===== src/rtl/reg_load_arbiter.sv =====
`default_nettype none
// +--------------------------------------------------------------------------+
// | Module      : reg_load_arbiter                                           |
// | Description : Round-robin arbiter sharing one load-enabled register's    |
// |               write port; define ARB_FIXED_PRIO_EN for fixed priority.   |
// | Revision    : 1.0 - initial release                                      |
// +--------------------------------------------------------------------------+
module reg_load_arbiter #(
  parameter int NUM_REQ = 4,
  parameter int WIDTH   = 8,
  localparam int ID_W   = $clog2(NUM_REQ)
) (
  input  logic                     clk,
  input  logic                     reset,
  input  logic [NUM_REQ-1:0]       req,
  input  logic [NUM_REQ*WIDTH-1:0] req_data,
  output logic [NUM_REQ-1:0]       ack,
  output logic                     load,
  output logic [WIDTH-1:0]         reg_data,
  output logic [ID_W-1:0]          gnt_id,
  output logic                     busy
);

  typedef enum logic [1:0] {
    S_IDLE  = 2'd0,
    S_GRANT = 2'd1,
    S_ACK   = 2'd2
  } state_t;

  state_t             state_q, state_d;
  logic               load_q, load_d;
  logic [NUM_REQ-1:0] ack_q, ack_d;
  logic [WIDTH-1:0]   reg_data_q, reg_data_d;
  logic [ID_W-1:0]    gnt_id_q, gnt_id_d;
  logic               busy_q, busy_d;

  logic [ID_W-1:0]    win_idx;
  logic               win_vld;
  logic [WIDTH-1:0]   win_data;

`ifndef ARB_FIXED_PRIO_EN
  logic [ID_W-1:0]    rr_ptr_q, rr_ptr_d;
`endif

  // Winner search: first set request at or above the start index, wrapping.
  always_comb begin : p_pick
    int cand;
    cand    = 0;
    win_idx = '0;
    win_vld = 1'b0;
    for (int i = 0; i < NUM_REQ; i++) begin
`ifdef ARB_FIXED_PRIO_EN
      cand = i;
`else
      cand = int'(rr_ptr_q) + i;
      if (cand >= NUM_REQ) begin
        cand = cand - NUM_REQ;
      end
`endif
      if (!win_vld && req[ID_W'(cand)]) begin
        win_vld = 1'b1;
        win_idx = ID_W'(cand);
      end
    end
  end

  always_comb begin : p_data_mux
    win_data = '0;
    for (int k = 0; k < NUM_REQ; k++) begin
      if (win_idx == ID_W'(k)) begin
        win_data = req_data[k*WIDTH +: WIDTH];
      end
    end
  end

  always_comb begin : p_next
    state_d    = state_q;
    load_d     = 1'b0;
    ack_d      = '0;
    busy_d     = 1'b0;
    gnt_id_d   = gnt_id_q;
    reg_data_d = reg_data_q;
`ifndef ARB_FIXED_PRIO_EN
    rr_ptr_d   = rr_ptr_q;
`endif
    case (state_q)
      S_IDLE: begin
        if (win_vld) begin
          state_d    = S_GRANT;
          load_d     = 1'b1;
          busy_d     = 1'b1;
          gnt_id_d   = win_idx;
          reg_data_d = win_data;
        end
      end
      S_GRANT: begin
        // The register captured the byte at this edge, so ack lines up with data_out.
        state_d = S_ACK;
        busy_d  = 1'b1;
        ack_d   = {{(NUM_REQ-1){1'b0}}, 1'b1} << gnt_id_q;
      end
      S_ACK: begin
        state_d = S_IDLE;
`ifndef ARB_FIXED_PRIO_EN
        rr_ptr_d = (gnt_id_q == ID_W'(NUM_REQ-1)) ? '0 : gnt_id_q + 1'b1;
`endif
      end
      default: begin
        state_d = S_IDLE;
      end
    endcase
  end

  always_ff @(posedge clk) begin
    if (reset) begin
      state_q    <= S_IDLE;
      load_q     <= 1'b0;
      ack_q      <= '0;
      busy_q     <= 1'b0;
      reg_data_q <= '0;
      gnt_id_q   <= '0;
`ifndef ARB_FIXED_PRIO_EN
      rr_ptr_q   <= '0;
`endif
    end else begin
      state_q    <= state_d;
      load_q     <= load_d;
      ack_q      <= ack_d;
      busy_q     <= busy_d;
      reg_data_q <= reg_data_d;
      gnt_id_q   <= gnt_id_d;
`ifndef ARB_FIXED_PRIO_EN
      rr_ptr_q   <= rr_ptr_d;
`endif
    end
  end

  assign ack      = ack_q;
  assign load     = load_q;
  assign reg_data = reg_data_q;
  assign gnt_id   = gnt_id_q;
  assign busy     = busy_q;

endmodule
`default_nettype wire


===== config.mk =====
export PLATFORM = sky130hd
export DESIGN_NAME = reg_load_arbiter
export DESIGN_NICKNAME = d
export VERILOG_FILES = /design/src/rtl/reg_load_arbiter.sv
export SDC_FILE = /design/constraint.sdc
export NUM_CORES = 1
export LEC_CHECK = 0
export ABC_AREA = 1
export CAP_MARGIN = 20
export CORE_MARGIN = 1.5
export CORE_UTILIZATION = 40
export CTS_BUF_LIST = sky130_fd_sc_hd__clkbuf_16
export CTS_CLUSTER_DIAMETER = 100
export CTS_CLUSTER_SIZE = 20
export DETAILED_ROUTE_END_ITERATION = 8
export GPL_ROUTABILITY_DRIVEN = 0
export PLACE_DENSITY = 0.77
export SLEW_MARGIN = 25
export SYNTH_ARGS = -nofsm -noshare
export SYNTH_HDL_FRONTEND = slang
export SYNTH_SLANG_ARGS = --single-unit

===== constraint.sdc =====
create_clock -name clk -period 2.9 [get_ports clk]
set_clock_uncertainty 0.2 [all_clocks]
set_input_delay 0.29 -clock clk [delete_from_list [all_inputs] [get_ports clk]]
set_output_delay 0.29 -clock clk [all_outputs]
set_load 0.05 [all_outputs]

Word-level counts from Yosys, hierarchy flattened
Cells that the tools add are included.
Cells by class
  equal/unequal tests: 7
  reduce and logical (&&, ||, !) cells: 11
  order comparisons: 8
  shift-type cells: 1
  bitwise operators: 2
  mux-type cells: 33
  add/sub/neg operators: 8
Operators with widths (number)
  $mux W8: 4
  $mux W2: 10
  $lt A2 B4 Y1 const B: 4
  $mux W1: 13
  $ge A3 B3 Y1 const B: 3
  $bmux W1 S2: 4
  $eq A2 B2 Y1 const B: 4
  $sub A2 B1 Y2 const B: 4
  $add A2 B2 Y3 const B: 2
  $eq A2 B1 Y1 const B: 2
  $logic_not A2 Y1: 2
  $pmux W2 S2: 1
  $reduce_or A2 Y1: 2
  $shl A1 B2 Y4 const A: 1
  $add A2 B1 Y3 const B: 1
  $ge A2 B3 Y1 const B: 1
  $logic_and A1 B1 Y1: 3
  $logic_not A1 Y1: 3
  $add A2 B1 Y2 const B: 1
  $ne A2 B2 Y1 const B: 1
  $not A1 Y1: 2
  $pmux W1 S2: 1
  $reduce_and A2 Y1: 1
Word-level totals
  output and inout port bits: 16
  register bits after elaboration: 20
  word-level logic and storage cells: 77

Logic depth before layout (Yosys ltp)
  depth in word-level cells: 20
  gate-level depth with buffers: 16
  gate-level depth less buffers: 15

Worst setup path before layout
OpenSTA, ideal clock, no wires.
  path type: register to register
  start point: reg rr_ptr_q[0]
  end point: reg reg_data_q[0], in the netlist reg_data[0]
  cell stages (with the launch flop): 16
  setup slack: 0.987 ns
  clock period less this slack: 1.913 ns
  path buffers: 2
  arrival: 1.574 ns
  cell sequence: dfxtp_1 -> buf_6 -> nand2_2 -> nand3_2 -> nand2_2 -> nor2_1 -> nand3_1 -> nand2_2 -> nand2_4 -> inv_4 -> nand2_4 -> buf_6 -> o21ai_2 -> inv_1 -> nand2_1 -> a21oi_2
On the way
  cells in the longest elaborated chain, start to end: 20
  elaborated cells between the ends (all ways): 50
  classes of those cells: add/sub (7); order compare (4); eq/ne (3); mux (28); reduce/logical (8)
RTL lines
  from (decl): RTL line 42  | logic [ID_W-1:0] rr_ptr_q, rr_ptr_d;
  from (signal assigned): RTL line 133  | rr_ptr_q <= rr_ptr_d;
  branches (longest 20 deep; another with $add A2 B1 Y3)
  to (signal assigned): RTL line 130  | reg_data_q <= reg_data_d;
  to (decl): RTL line 33  | logic [WIDTH-1:0] reg_data_q, reg_data_d;
Parallel ways; which one is timed is not known. The select of a mux whose other input is x is not followed.
A chain may end at the register's enable or synchronous reset.

Worst setup path in the final report
  start point: in req[1]
  end point: reg reg_data_q[6], in the netlist reg_data[6]
On the way
  cells in the longest elaborated chain, start to end: 18
  elaborated cells between the ends (all ways): 35
  classes of those cells: eq/ne (3); mux (24); reduce/logical (8)
RTL lines
  from (decl): RTL line 15  | input logic [NUM_REQ-1:0] req,
  $bmux W1 S2: RTL line 60  | if (!win_vld && req[ID_W'(cand)]) begin
  $mux W1 (implied by the code) (2 in series): RTL line 60
  $mux W1: RTL line 60
  $logic_not A1 Y1: RTL line 60
  $logic_and A1 B1 Y1: RTL line 60
  $mux W1: RTL line 60
  $logic_not A1 Y1: RTL line 60
  $logic_and A1 B1 Y1: RTL line 60
  $mux W1: RTL line 60
  $logic_not A1 Y1: RTL line 60
  $logic_and A1 B1 Y1: RTL line 60
  $mux W2: RTL line 60
  $logic_not A2 Y1: RTL line 70  | if (win_idx == ID_W'(k)) begin
  $mux W8 (4 in series): RTL line 70
Parallel ways exist; a longest one is shown, timed or not. The select of a mux whose other input is x is not followed.

==> impl_metrics.py <==
metrics = {
    "run_status": {
        "outcome": "completed",
    },
    "finish": {
        "nets": 293,
        "ff_latch_area_um2": 400.4,
        "final_common_cell": "nand2_1",
        "antenna_cells": 0,
        "drive_gt1_share_pct": 12.65,
        "n_fill_cell": 285,
        "multiInputGateArea_um2": 759.5,
        "layout_common_cells": "nand2_1 (62), clkdlybuf4s50_1 (53), nand3_1 (24), inv_1 (22), dfxtp_1 (20)",
        "area_growth_pct": 48.76,
    },
    "die": {
        "die_w_um": 60.37,
        "die_y_um": 60.37,
        "dieArea_um2": 3644,
        "core-area_um2": 3078,
        "num_io_pins": 54,
        "initial_core_util_pct": 42.76,
        "rows": 20,
    },
    "detailed_routing": {
        "routed_wl_mm": 3.201,
        "antenna_left": 0,
        "vias": 1442,
        "wl_per_cell_um": 10.78,
        "drtIter0Drc": 47,
        "first_pass_iters": 4,
        "drcViolationCount": 0,
        "via_per_inst": 4.855,
    },
    "min_path": {
        "hp-class": "reg2reg",
        "holdPathEnd": "reg_data[6]$_SDFFE_PP0P_",
        "whs_path_depth": 2,
        "min_from": "reg_data[6]$_SDFFE_PP0P_",
    },
    "synthesis": {
        "synthCells": 201,
        "ys_warn_count": 0,
        "seq_area_frac_synth_pct": 30.42,
        "avgSynthCellArea_um2": 6.549,
        "syn-cell-area_um2": 1316,
        "synth_nets": 240,
        "yosysUniqueCellTypes": 26,
        "ys_ff_latch": 20,
    },
    "sta": {
        "rsz0062_at_grt": "no",
        "worst_pin_slew_ps": 525.2,
        "timing.hold.ws_ps": 276.7,
        "finalHoldViolations": 0,
        "period_minus_slack_ps": 2305,
        "max_freq_mhz": 433.9,
        "finalCritPeriodShare_pct": 79.47,
        "fin_setup_tns_ps": 0,
        "slew_headroom_pct": 64.88,
        "setup_viol": 0,
        "maxSlewViolCount": 0,
    },
    "power": {
        "power_per_cell_area_nw_per_um2": 703.0,
        "power_leakage_nw": 0.8850,
        "irDropWorstVdd_mv": 0.5131,
    },
    "worst_setup_path": {
        "cp-end-kind": "flip-flop",
        "rr_worst_depth": 13,
        "r2r-end": "reg_data[6]$_SDFFE_PP0P_",
        "reg2reg_from": "rr_ptr_q[1]$_SDFFE_PP0N_",
        "path_class": "in2reg",
        "cp-start-kind": "primary input",
        "worstPathRequired_ps": 2820,
        "reg2reg_slack_ps": 610,
        "path_max_fanout": 19,
        "cp_data_arrival_time_ps": 2220,
    },
    "cts": {
        "h-tree-depth": 1,
        "numClockSinks": 20,
        "ctsResizeCount": 0,
        "cts_tree": "done",
        "post_cts_buffers": 0,
        "root_buffer": "clkbuf_16",
        "tritoncts.num_buffers": 3,
        "holdBufCountCts": 0,
        "clock_latency_ps": 250,
        "clockBufferDepth": 2,
        "worst_setup_hold_path_clk_slew_ps": 50,
    },
    "placement": {
        "io_buffers": 53,
        "dp_hpwl_mm": 2.490,
    },
    "grt": {
        "grt_antenna_before_repair": 0,
        "grt_pass1_wl_mm": 5.285,
        "grt_pass1_vias": 1305,
        "grt_use_total_pct": 18.95,
        "grt_overflow_total": 0,
        "grt_start_max_net_pins": 20,
    },
    "flow_run": {
        "drv_cap": 0,
    },
}
registers in the layout, indices dropped and copies added (netlist names):
signal    flops
gnt_id        2
state_q       2
reg_data      8
ack           4
load          1
rr_ptr_q      2
busy          1
worst max path at each step:
| stage | from | endpoint | slack, ps | depth (start not counted) |
|---|---|---|---|---|
| final | req[1] | reg_data[6]$_SDFFE_PP0P_ | 600 | 14 |
| after global routing | rr_ptr_q[1]$_SDFFE_PP0N_ | reg_data[6]$_SDFFE_PP0P_ | 420 | 13 |
| after CTS | req[1] | reg_data[6]$_SDFFE_PP0P_ | 660 | 14 |
| after detailed placement | req[1] | reg_data[6]$_SDFFE_PP0P_ | 400 | 14 |
| after global placement | req[3] | reg_data[6]$_SDFFE_PP0P_ | 460 | 14 |
| after floorplan | rr_ptr_q[0]$_SDFFE_PP0N_ | reg_data[0]$_SDFFE_PP0P_ | 990 | 15 |
metrics by stage:
step	total power, mW	cells	worst slack [ps]	utilization, %	instance area, um2
2_1_floorplan	0.8338	201	987.3	-	1316
3_3_place_gp	0.9980	293	456.8	60.20	1853
3_5_place_dp	1.006	293	398.2	60.20	1853
4_1_cts	1.384	297	656.3	63.62	1958
5_1_grt	1.456	297	424.3	63.62	1958
6_report	1.377	297	595.4	63.62	1958
layout make-up:
type                    instances  area share (%)
clock inverters                 1           1.534
clock buffers                   3           3.834
repair buffers                 54           27.48
well taps                      44           2.811
multi-input cells             149           38.79
flip-flops and latches         20           20.45
inverters                      26           5.112
synthesized netlist by cell type:
library cell	instances	area share, %
nor2_2	1	0.48
nand2_2	5	2.4
ha_1	1	0.95
o21ai_0	7	2.7
nand3_1	24	9.1
o21ai_2	3	2.0
a21boi_2	1	0.86
buf_4	1	0.57
nor2_1	13	3.7
dfxtp_1	20	30
nand3_2	2	1.5
clkbuf_1	1	0.28
buf_6	4	3.4
a211oi_1	1	0.57
inv_4	1	0.48
or2_1	1	0.48
nor3_1	1	0.38
a21oi_2	7	4.7
nand4_1	8	3.8
o21ai_1	3	1.1
nor2_4	1	0.86
nand2_1	62	18
a21oi_1	5	1.9
nand2_4	3	2.6
inv_2	3	0.86
inv_1	22	6.3
logic make-up after synthesis:
family / synth area share (%)
simple gates: 42.97
buf+inv: 11.88
compound gates: 13.78
flops: 30.42
fa+ha+maj: 0.9504
worst max-delay path, stage by stage:
cell,delay [ps]
clkdlybuf4s50_1,490
inv_1,70
nand2_1,60
nand2_1,60
o21ai_0,290
nand3_1,140
nand2_2,90
nand2_4,140
inv_4,100
nand2_4,100
o21ai_0,180
inv_1,50
nand2_1,90
a21oi_2,60
power breakdown:
group	switching [mW]	internal (mW)	total, mW	leakage [nW]
logic	0.418	0.232	0.650	0.669
registers	0.0325	0.323	0.355	0.165
clock network	0.0984	0.274	0.372	0.0511
metal layers:
metal  vias up  global-route usage [%]  wire length, um
li1        755                       -                -
met1       611                   22.58             1369
met2        68                   33.39             1524
met3         8                   5.544              265
met4         0                   4.762               42
met5         -                       0                0
Power figures use the tool's default switching activity.
